[src/rtl/cpu_ctrl_pkg.sv]
// Shared opcodes and control-step state encoding for the memory-reference sequencer.
// Pure declarations; no timing or flow control of its own.
package cpu_ctrl_pkg;

  localparam logic [4:0] OP_LD   = 5'b00000;
  localparam logic [4:0] OP_LDI  = 5'b00001;
  localparam logic [4:0] OP_ST   = 5'b00010;
  localparam logic [4:0] ALU_ADD = 5'b00011;

  typedef enum logic [3:0] {
    IDLE, T0, T1, T2, T3, T4, T5, T6, T7, DONE, ILL, ERR
  } state_e;

  // Steps that wait on the RAM handshake: fetch read, ld operand read, st write.
  function automatic logic is_mem_step(input state_e s, input logic ld, input logic st);
    return (s == T1) || ((s == T6) && ld) || ((s == T7) && st);
  endfunction

endpackage

[src/rtl/mem_op_sequencer_if.sv]
// Sequencer <-> datapath/RAM control bundle; master is the sequencer side.
// Level signals only: RAM completion arrives on mem_ready, no other backpressure.
interface mem_op_sequencer_if #(
  parameter int OPC_W = 5
);
  logic             start;
  logic [OPC_W-1:0] ir_opcode;
  logic             mem_ready;

  logic PC_out, MAR_enable, PC_enable, IncPC;
  logic Read, MDR_enable, MDR_out, IR_enable;
  logic Gra, Grb, BA_out, R_in, R_out;
  logic Y_enable, C_out, Z_enable, ZLow_out;
  logic RAM_write_enable;
  logic [OPC_W-1:0] alu_op;
  logic busy, done, illegal, timeout;

  modport master (
    input  start, ir_opcode, mem_ready,
    output PC_out, MAR_enable, PC_enable, IncPC,
           Read, MDR_enable, MDR_out, IR_enable,
           Gra, Grb, BA_out, R_in, R_out,
           Y_enable, C_out, Z_enable, ZLow_out,
           RAM_write_enable, alu_op, busy, done, illegal, timeout
  );

  modport slave (
    output start, ir_opcode, mem_ready,
    input  PC_out, MAR_enable, PC_enable, IncPC,
           Read, MDR_enable, MDR_out, IR_enable,
           Gra, Grb, BA_out, R_in, R_out,
           Y_enable, C_out, Z_enable, ZLow_out,
           RAM_write_enable, alu_op, busy, done, illegal, timeout
  );
endinterface

[src/rtl/mem_op_sequencer_mem_wait_timer.sv]
// Wait counter for one memory step; expired_o flags the last permitted wait cycle.
// Counter updates one cycle after clear_i/inc_i; no backpressure.
module mem_wait_timer #(
  parameter int MAX_WAIT = 8
) (
  input  logic clk,
  input  logic rst,
  input  logic clear_i,
  input  logic inc_i,
  output logic expired_o
);

  localparam int CW = $clog2(MAX_WAIT + 1);
  localparam logic [CW-1:0] LAST = CW'(MAX_WAIT - 1);

  logic [CW-1:0] cnt_q, cnt_d;

  always_comb begin
    cnt_d = cnt_q;
    if (clear_i)
      cnt_d = '0;
    else if (inc_i)
      cnt_d = cnt_q + CW'(1);
  end

  always_ff @(posedge clk or posedge rst) begin
    if (rst)
      cnt_q <= '0;
    else
      cnt_q <= cnt_d;
  end

  assign expired_o = (cnt_q == LAST);

endmodule

[src/rtl/mem_op_sequencer.sv]
// Moore control-step sequencer for ld/ldi/st: fetch T0-T2 then execute steps, strobes decoded from state.
// ldi 7 cycles, ld/st 9 cycles start-to-done with mem_ready high; memory steps stall on mem_ready up to MAX_WAIT.
module mem_op_sequencer
  import cpu_ctrl_pkg::*;
#(
  parameter int MAX_WAIT   = 8,
  parameter int OPC_W      = 5,
  parameter int AUTO_FETCH = 0
) (
  input logic               clk,
  input logic               clr,
  mem_op_sequencer_if.master bus
);

  state_e           state_q, state_d;
  logic [OPC_W-1:0] op_q, op_d;
  logic             is_ld, is_ldi, is_st, op_legal;
  logic             mem_step, expired;

  assign is_ld    = (op_q == OPC_W'(OP_LD));
  assign is_ldi   = (op_q == OPC_W'(OP_LDI));
  assign is_st    = (op_q == OPC_W'(OP_ST));
  assign op_legal = (bus.ir_opcode == OPC_W'(OP_LD))  ||
                    (bus.ir_opcode == OPC_W'(OP_LDI)) ||
                    (bus.ir_opcode == OPC_W'(OP_ST));
  assign mem_step = is_mem_step(state_q, is_ld, is_st);

  // Mem steps are never adjacent, so holding the counter clear outside them gives a fresh count on entry.
  mem_wait_timer #(.MAX_WAIT(MAX_WAIT)) u_timer (
    .clk       (clk),
    .rst       (clr),
    .clear_i   (!mem_step),
    .inc_i     (mem_step && !bus.mem_ready),
    .expired_o (expired)
  );

  always_ff @(posedge clk or posedge clr) begin
    if (clr) begin
      state_q <= IDLE;
      op_q    <= '0;
    end else begin
      state_q <= state_d;
      op_q    <= op_d;
    end
  end

  always_comb begin
    state_d = state_q;
    op_d    = op_q;
    case (state_q)
      IDLE: if (bus.start) state_d = T0;
      T0:   state_d = T1;
      T1: begin
        if (bus.mem_ready)  state_d = T2;
        else if (expired)   state_d = ERR;
      end
      T2:   state_d = T3;
      T3: begin
        op_d    = bus.ir_opcode;
        state_d = op_legal ? T4 : ILL;
      end
      T4:   state_d = T5;
      T5:   state_d = is_ldi ? DONE : T6;
      T6: begin
        if (!is_ld || bus.mem_ready) state_d = T7;
        else if (expired)            state_d = ERR;
      end
      T7: begin
        if (!is_st || bus.mem_ready) state_d = DONE;
        else if (expired)            state_d = ERR;
      end
      DONE: state_d = ((AUTO_FETCH != 0) && bus.start) ? T0 : IDLE;
      ILL:  state_d = IDLE;
      ERR:  if (bus.start) state_d = T0;
      default: state_d = IDLE;
    endcase
  end

  always_comb begin
    bus.PC_out           = 1'b0;
    bus.MAR_enable       = 1'b0;
    bus.PC_enable        = 1'b0;
    bus.IncPC            = 1'b0;
    bus.Read             = 1'b0;
    bus.MDR_enable       = 1'b0;
    bus.MDR_out          = 1'b0;
    bus.IR_enable        = 1'b0;
    bus.Gra              = 1'b0;
    bus.Grb              = 1'b0;
    bus.BA_out           = 1'b0;
    bus.R_in             = 1'b0;
    bus.R_out            = 1'b0;
    bus.Y_enable         = 1'b0;
    bus.C_out            = 1'b0;
    bus.Z_enable         = 1'b0;
    bus.ZLow_out         = 1'b0;
    bus.RAM_write_enable = 1'b0;
    bus.alu_op           = '0;
    bus.done             = 1'b0;
    bus.illegal          = 1'b0;
    bus.timeout          = 1'b0;
    case (state_q)
      T0: begin
        bus.PC_out     = 1'b1;
        bus.MAR_enable = 1'b1;
        bus.PC_enable  = 1'b1;
        bus.IncPC      = 1'b1;
      end
      T1: begin
        bus.Read       = 1'b1;
        bus.MDR_enable = 1'b1;
      end
      T2: begin
        bus.MDR_out   = 1'b1;
        bus.IR_enable = 1'b1;
      end
      T3: begin
        bus.Grb      = 1'b1;
        bus.BA_out   = 1'b1;
        bus.Y_enable = 1'b1;
      end
      T4: begin
        bus.C_out    = 1'b1;
        bus.Z_enable = 1'b1;
        bus.alu_op   = OPC_W'(ALU_ADD);
      end
      T5: begin
        bus.ZLow_out = 1'b1;
        if (is_ldi) begin
          bus.Gra  = 1'b1;
          bus.R_in = 1'b1;
        end else begin
          bus.MAR_enable = 1'b1;
        end
      end
      T6: begin
        bus.MDR_enable = 1'b1;
        if (is_ld) begin
          bus.Read = 1'b1;
        end else begin
          bus.Gra   = 1'b1;
          bus.R_out = 1'b1;
        end
      end
      T7: begin
        if (is_st) begin
          bus.RAM_write_enable = 1'b1;
        end else begin
          bus.MDR_out = 1'b1;
          bus.Gra     = 1'b1;
          bus.R_in    = 1'b1;
        end
      end
      DONE: bus.done = 1'b1;
      ILL: begin
        bus.done    = 1'b1;
        bus.illegal = 1'b1;
      end
      ERR: bus.timeout = 1'b1;
      default: ;
    endcase
    bus.busy = (state_q != IDLE) && (state_q != ERR);
  end

endmodule

[src/flat_wrapper.sv]
// flat-port wrapper written by rule: the top's interface ports become plain ports
module mem_op_sequencer_flat import cpu_ctrl_pkg::*;
#(
  parameter int MAX_WAIT   = 8,
  parameter int OPC_W      = 5,
  parameter int AUTO_FETCH = 0
)
  (clk, clr, bus_start, bus_ir_opcode, bus_mem_ready, bus_PC_out, bus_MAR_enable, bus_PC_enable, bus_IncPC, bus_Read, bus_MDR_enable, bus_MDR_out, bus_IR_enable, bus_Gra, bus_Grb, bus_BA_out, bus_R_in, bus_R_out, bus_Y_enable, bus_C_out, bus_Z_enable, bus_ZLow_out, bus_RAM_write_enable, bus_alu_op, bus_busy, bus_done, bus_illegal, bus_timeout);
  mem_op_sequencer_if #(.OPC_W(OPC_W)) bus_i ();
  input logic clk;
  input logic clr;
  input wire logic [$bits(bus_i.start)-1:0] bus_start;
  input wire logic [$bits(bus_i.ir_opcode)-1:0] bus_ir_opcode;
  input wire logic [$bits(bus_i.mem_ready)-1:0] bus_mem_ready;
  output wire logic [$bits(bus_i.PC_out)-1:0] bus_PC_out;
  output wire logic [$bits(bus_i.MAR_enable)-1:0] bus_MAR_enable;
  output wire logic [$bits(bus_i.PC_enable)-1:0] bus_PC_enable;
  output wire logic [$bits(bus_i.IncPC)-1:0] bus_IncPC;
  output wire logic [$bits(bus_i.Read)-1:0] bus_Read;
  output wire logic [$bits(bus_i.MDR_enable)-1:0] bus_MDR_enable;
  output wire logic [$bits(bus_i.MDR_out)-1:0] bus_MDR_out;
  output wire logic [$bits(bus_i.IR_enable)-1:0] bus_IR_enable;
  output wire logic [$bits(bus_i.Gra)-1:0] bus_Gra;
  output wire logic [$bits(bus_i.Grb)-1:0] bus_Grb;
  output wire logic [$bits(bus_i.BA_out)-1:0] bus_BA_out;
  output wire logic [$bits(bus_i.R_in)-1:0] bus_R_in;
  output wire logic [$bits(bus_i.R_out)-1:0] bus_R_out;
  output wire logic [$bits(bus_i.Y_enable)-1:0] bus_Y_enable;
  output wire logic [$bits(bus_i.C_out)-1:0] bus_C_out;
  output wire logic [$bits(bus_i.Z_enable)-1:0] bus_Z_enable;
  output wire logic [$bits(bus_i.ZLow_out)-1:0] bus_ZLow_out;
  output wire logic [$bits(bus_i.RAM_write_enable)-1:0] bus_RAM_write_enable;
  output wire logic [$bits(bus_i.alu_op)-1:0] bus_alu_op;
  output wire logic [$bits(bus_i.busy)-1:0] bus_busy;
  output wire logic [$bits(bus_i.done)-1:0] bus_done;
  output wire logic [$bits(bus_i.illegal)-1:0] bus_illegal;
  output wire logic [$bits(bus_i.timeout)-1:0] bus_timeout;
  assign bus_i.start = bus_start;
  assign bus_i.ir_opcode = bus_ir_opcode;
  assign bus_i.mem_ready = bus_mem_ready;
  assign bus_PC_out = bus_i.PC_out;
  assign bus_MAR_enable = bus_i.MAR_enable;
  assign bus_PC_enable = bus_i.PC_enable;
  assign bus_IncPC = bus_i.IncPC;
  assign bus_Read = bus_i.Read;
  assign bus_MDR_enable = bus_i.MDR_enable;
  assign bus_MDR_out = bus_i.MDR_out;
  assign bus_IR_enable = bus_i.IR_enable;
  assign bus_Gra = bus_i.Gra;
  assign bus_Grb = bus_i.Grb;
  assign bus_BA_out = bus_i.BA_out;
  assign bus_R_in = bus_i.R_in;
  assign bus_R_out = bus_i.R_out;
  assign bus_Y_enable = bus_i.Y_enable;
  assign bus_C_out = bus_i.C_out;
  assign bus_Z_enable = bus_i.Z_enable;
  assign bus_ZLow_out = bus_i.ZLow_out;
  assign bus_RAM_write_enable = bus_i.RAM_write_enable;
  assign bus_alu_op = bus_i.alu_op;
  assign bus_busy = bus_i.busy;
  assign bus_done = bus_i.done;
  assign bus_illegal = bus_i.illegal;
  assign bus_timeout = bus_i.timeout;
  mem_op_sequencer #(.MAX_WAIT(MAX_WAIT), .OPC_W(OPC_W), .AUTO_FETCH(AUTO_FETCH)) u_core (.clk(clk), .clr(clr), .bus(bus_i));
endmodule
[config.mk]
export PLATFORM = sky130hd
export DESIGN_NAME = mem_op_sequencer_flat
export DESIGN_NICKNAME = d
export VERILOG_FILES = /design/src/rtl/cpu_ctrl_pkg.sv /design/src/rtl/mem_op_sequencer_if.sv /design/src/rtl/mem_op_sequencer_mem_wait_timer.sv /design/src/rtl/mem_op_sequencer.sv /design/src/flat_wrapper.sv
export SDC_FILE = /design/constraint.sdc
export NUM_CORES = 1
export LEC_CHECK = 0
export BUFFER_PORTS_ARGS = -buffer_cell sky130_fd_sc_hd__buf_2
export CORE_ASPECT_RATIO = 0.75
export CORE_MARGIN = 5
export CORE_UTILIZATION = 54
export DETAILED_ROUTE_END_ITERATION = 8
export GPL_TIMING_DRIVEN = 1
export MAX_ROUTING_LAYER = met4
export PLACE_DENSITY = 0.8
export SLEW_MARGIN = 0
export SYNTH_ARGS = -nofsm -noshare
export SYNTH_HDL_FRONTEND = slang
export SYNTH_SLANG_ARGS = --single-unit
[constraint.sdc]
create_clock -name clk -period 4.9 [get_ports clk]
set_input_delay 0.245 -clock clk [delete_from_list [all_inputs] [get_ports clk]]
set_output_delay 0.245 -clock clk [all_outputs]
set_load 0.01 [all_outputs]
# After elaboration in Yosys (flattened, before gate mapping)
# Index checks and enable logic that the tools add are counted.
# op_classes
addsub	1
eq_ne	19
mux	33
reduce_logical	20
# ops
op	count
$mux 4	9
$pmux 4 s9	1
$eq 4x3->1 const B	5
$mux 1	17
$eq 4x4->1 const B	4
$eq 5x1->1 const B	2
$eq 5x2->1 const B	2
$logic_not 5->1	2
$eq 4x2->1 const B	2
$pmux 1 s2	4
$logic_or 1x1->1	6
$reduce_or 2->1	3
$add 4x1->4 const B	1
$eq 4x1->1 const B	1
$logic_and 1x1->1	4
$logic_not 4->1	1
$ne 4x4->1 const B	1
$reduce_bool 4->1	1
$logic_not 1->1	3
$pmux 1 s3	1
$mux 2	1
$ne 2x1->1 const B	1
$ne 2x2->1 const B	1
# word_totals
reg_bits	13
input_bits	9
elab_cells	76

# Logic depth before layout (Yosys ltp)
# depth
depth_word	7
ltp_mapped	6
mapped_depth_nobuf	5

# Hierarchy
# From an unflattened synthesis, not the netlist that was laid out.
# unflattened
hier_cells	139
hier_area_um2	1197.4
# modules_own_cells
mod	n_inst	cells_each	area_each_um2
mem_op_sequencer	1	120	993.5
mem_wait_timer	1	19	203.9

# Worst setup path after synthesis
# OpenSTA, ideal clock, no wires.
# synth_timing
path_kind	flip-flop to flip-flop
from	register u_core.state_q[3]
to	register u_core.op_q[0]
setup_ns	0.125
arrival_ns	1.611
slack_ns	3.165
path_stages_with_launch	4
n_path_buf	1
synth_period_minus_slack_ns	1.735
cell_sequence	dfrtp_1 -> clkbuf_1 -> nor4b_2 -> mux2_2
# synth_between
elab_chain_len	1
# synth_lines
item	line	source
start: declaration	mem_op_sequencer.sv:15	state_e state_q, state_d;
start signal: assignment	mem_op_sequencer.sv:42	state_q <= state_d;
$eq 4x3->1	mem_op_sequencer.sv:50	case (state_q)
end signal: assignment	mem_op_sequencer.sv:43	op_q <= op_d;
end: declaration	mem_op_sequencer.sv:16	logic [OPC_W-1:0] op_q, op_d;
# No other way between the ends.
# A chain may end at the register's enable or synchronous reset.

# Worst setup path after layout
# layout_timing
from	register u_core.op_q[1]
to	output port bus_Gra
# layout_between
elab_chain_len	3
# layout_lines
item	line	source
$eq 5x2->1, or another cell as far along	mem_op_sequencer.sv:22	assign is_st = (op_q == OPC_W'(OP_ST));
$mux 1, on equally long branches	mem_op_sequencer.sv:146, mem_op_sequencer.sv:129, mem_op_sequencer.sv:138	
$pmux 1 s3 *	mem_op_sequencer.sv:102	case (state_q)
end: declaration	flat_wrapper.sv:23	output wire logic [$bits(bus_i.Gra)-1:0] bus_Gra;
# Every way passes the cells marked *; elsewhere a longest branch is shown, timed or not.

==> impl_metrics.csv <==
group,metric,value,unit
route,drt_iter0_markers,48,
route,viasPerCell,5.88,
placed_design,portBuffers,32,
floorplan,fp.dieH,49.5,µm
route,route.detailed.drc,0,
clock_network,cts_made_buffers,3,
run_status,status,"finished, final reports clean",
global_routing,grt_pass1_wl,4440,µm
power,internal_power,0.000326,W
power,p_switching,0.000313,W
placed_design,place_hpwl,2010,µm
power,power,0.000639,W
worst_hold_path,hold_class,"in -> reg",
worst_hold_path,hp-start,"bus_ir_opcode[2]",
global_routing,grt_pass1_vias,957,
clock_network,clk_pin_slew,0.09,ns
global_routing,grt_use_total,0.177,
sta,tns,0,ns
sta,fmax,0.451,GHz
placed_design,placed_cells,171,
cells_and_area,final_common_cell,"buf_2",
sta,rsz0062_at_grt,"no",
sta,finalCritPeriodShare,0.452,
route,post_drt_wl_per_cell,15.1,µm
floorplan,core,2000,µm²
setup_path,startpoint_type,"register",
sta,setup_violations,0,
flow_run,maxCapViolCount,0,
sta,relSlewSlack,0.460,
sta,finalMaxSlewViolations,0,
clock_network,cts_tree,"yes",
global_routing,grt_max_degree,24,
floorplan,start_util,0.564,
synthesis,ys_seq_elements,13,
route,antenna_left,0,
floorplan,chipWidth,62.7,µm
floorplan,io_pins,36,
clock_network,clk_latency,0.27,ns
synthesis,synth-edff-count,0,
global_routing,antenna_found_initial,0,
route,first_pass_iters,4,
power,peakVddDrop,0.310,mV
cells_and_area,layout-drive-gt1-share,0.303,
cells_and_area,nNetsFinal,163,
setup_path,crit_required,4.66,ns
setup_path,startpoint,"u_core.op_q[1]",
cells_and_area,fin_area,1240,µm²
synthesis,syn_area,1130,µm²
power,p_per_area,515,nW/µm²
synthesis,avgSynthCellArea,8.53,µm²
setup_path,end_kind,"output pin",
synthesis,synth-async-reset-ratio,1.00,
setup_path,path_class,"reg -> out",
synthesis,synth_ff_type,"dfrtp_1",
power,comb_power_share,0.496,
placed_design,placed_area,1210,µm²
synthesis,ys.warnings.count,0,
clock_network,cts.sinks,13,
route,vias,1035,
floorplan,placementRows,14,
sta,period_minus_slack,2.22,ns
global_routing,overflow,0,
setup_path,crit_fanout,7,
cells_and_area,layout_common_cells,"32 x buf_2, 15 x nor2_1, 13 x dfrtp_1",
route,routed_wl,2660,µm
power,p_leak,0.610,nW
synthesis,synth.distinct_cells,47,
clock_network,htree_num_levels,1,
sta,fin_skew,0.00893,ns
cells_and_area,fin_util,0.622,
synthesis,postSynthCellCount,132,
cells_and_area,diodes,0,
worst_hold_path,hold_path_end,"u_core.op_q[2]",
setup_path,worstPathArrival,1.97,ns
clock_network,clock_path_buffers,2,
synthesis,synth_seq_area_share,0.289,
setup_path,r2r-end,"u_core.op_q[1]",
power,seq_power_share,0.397,
clock_network,root_buffer,"clkbuf_4",
cells_and_area,syn_to_final_growth,10.3,%
power,power_frac_clock,0.106,
setup_path,rr_startpoint,"u_core.state_q[0]",
power,sw_frac_of_total,0.490,
sta,tightest_slew,0.808,ns
setup_path,reg2reg_depth,2,
placed_design,gp_congestion,0.909,
floorplan,die_area,3110,µm²
sta,final_hold_viol_count,0,
setup_path,ff2ff_setup_slack,2.95,ns
cells_and_area,fin_cells,176,
worst_hold_path,whs_path_depth,2,
-- power groups by stage --
stage / clock [W] / combinational [W] / sequential, W
floorplan: 0 / 0.000309 / 0.000187
global placement: 0 / 0.000311 / 0.000247
detailed placement: 0 / 0.000315 / 0.000254
CTS: 0.0000689 / 0.000318 / 0.000252
global route: 0.0000766 / 0.000349 / 0.000264
finish: 0.0000678 / 0.000317 / 0.000254
-- worst max path at each step --
stage,slack [ns],depth (start not counted),to
2_1_floorplan,3.16,3,u_core.op_q[0]
3_3_place_gp,3.01,5,bus_Gra
3_5_place_dp,2.97,2,u_core.op_q[0]
4_1_cts,2.67,2,bus_Grb
5_1_grt,2.51,4,bus_MDR_out
6_report,2.68,5,bus_Gra
-- Yosys cell counts (all sizes together) (2+ instances only) --
library cell / n / area (µm²)
a21oi: 5 / 25.0
nor2: 15 / 56.3
clkbuf: 6 / 22.5
nor3: 4 / 20.0
inv: 4 / 15.0
nor4b: 3 / 32.5
xor2: 2 / 17.5
nand4b: 2 / 17.5
nand2b: 2 / 12.5
nand2: 7 / 26.3
mux2i: 3 / 30.0
buf: 13 / 95.1
mux2: 5 / 56.3
dfrtp: 13 / 325
nand3b: 3 / 22.5
nor4: 2 / 42.5
o21ai: 8 / 40.0
a31oi: 2 / 12.5
nor2b: 8 / 50.1
nand3: 2 / 10.0
-- critical path: stages, from the launching register on --
cell and delay [ns]:
dfrtp_1 0.50, nor4_4 0.46, nor2b_1 0.32, a2111o_1 0.23, nand2_1 0.06, buf_2 0.14
-- layout make-up --
| class | instances | area [µm²] |
|---|---|---|
| Timing Repair Buffer | 33 | 170 |
| Sequential cell | 13 | 325 |
| Inverter | 4 | 15.0 |
| Multi-Input combinational cell | 98 | 676 |
| Clock buffer | 4 | 26.3 |
| Tap cell | 24 | 30.0 |
| Fill cell | 181 | 754 |
-- stage by stage --
step           setup WS [ns]  hold slack [ns]
6_report                2.68            0.220
5_1_grt                 2.51            0.209
4_1_cts                 2.67            0.220
3_5_place_dp            2.97            0.291
3_3_place_gp            3.01            0.287
2_1_floorplan           3.16            0.122
-- kinds of logic after synthesis --
| group | share of synthesized area |
|---|---|
| multiplexers | 0.0767 |
| buffers and inverters | 0.118 |
| flip-flops | 0.289 |
| XOR/XNOR | 0.0233 |
| other | 0.00333 |
| AO/OA/AOI/OAI | 0.163 |
| AND/OR/NAND/NOR | 0.316 |
| adder cells (fa/ha/maj) | 0.0111 |
-- sequential cells by signal (all words and copies together) (netlist names) --
name                  flops
u_core.op_q               5
u_core.u_timer.cnt_q      4
u_core.state_q            4
-- routing by layer --
metal	vias to the layer above	wire length (µm)	track usage
met3	4	191	0.0341
li1	495	-	-
met2	49	1240	0.281
met4	0	25	0.0565
met1	487	1200	0.228
met5	-	0	-
-- repair_timing --
item                                    in CTS  in global routing
setup buffers                                0                  0
hold buffers                                 1                  0
resized for setup                            0                  0
endpoints found under the setup margin       0                  0
endpoints found under the hold margin       13                  0
(Power assumes the default switching activity.)
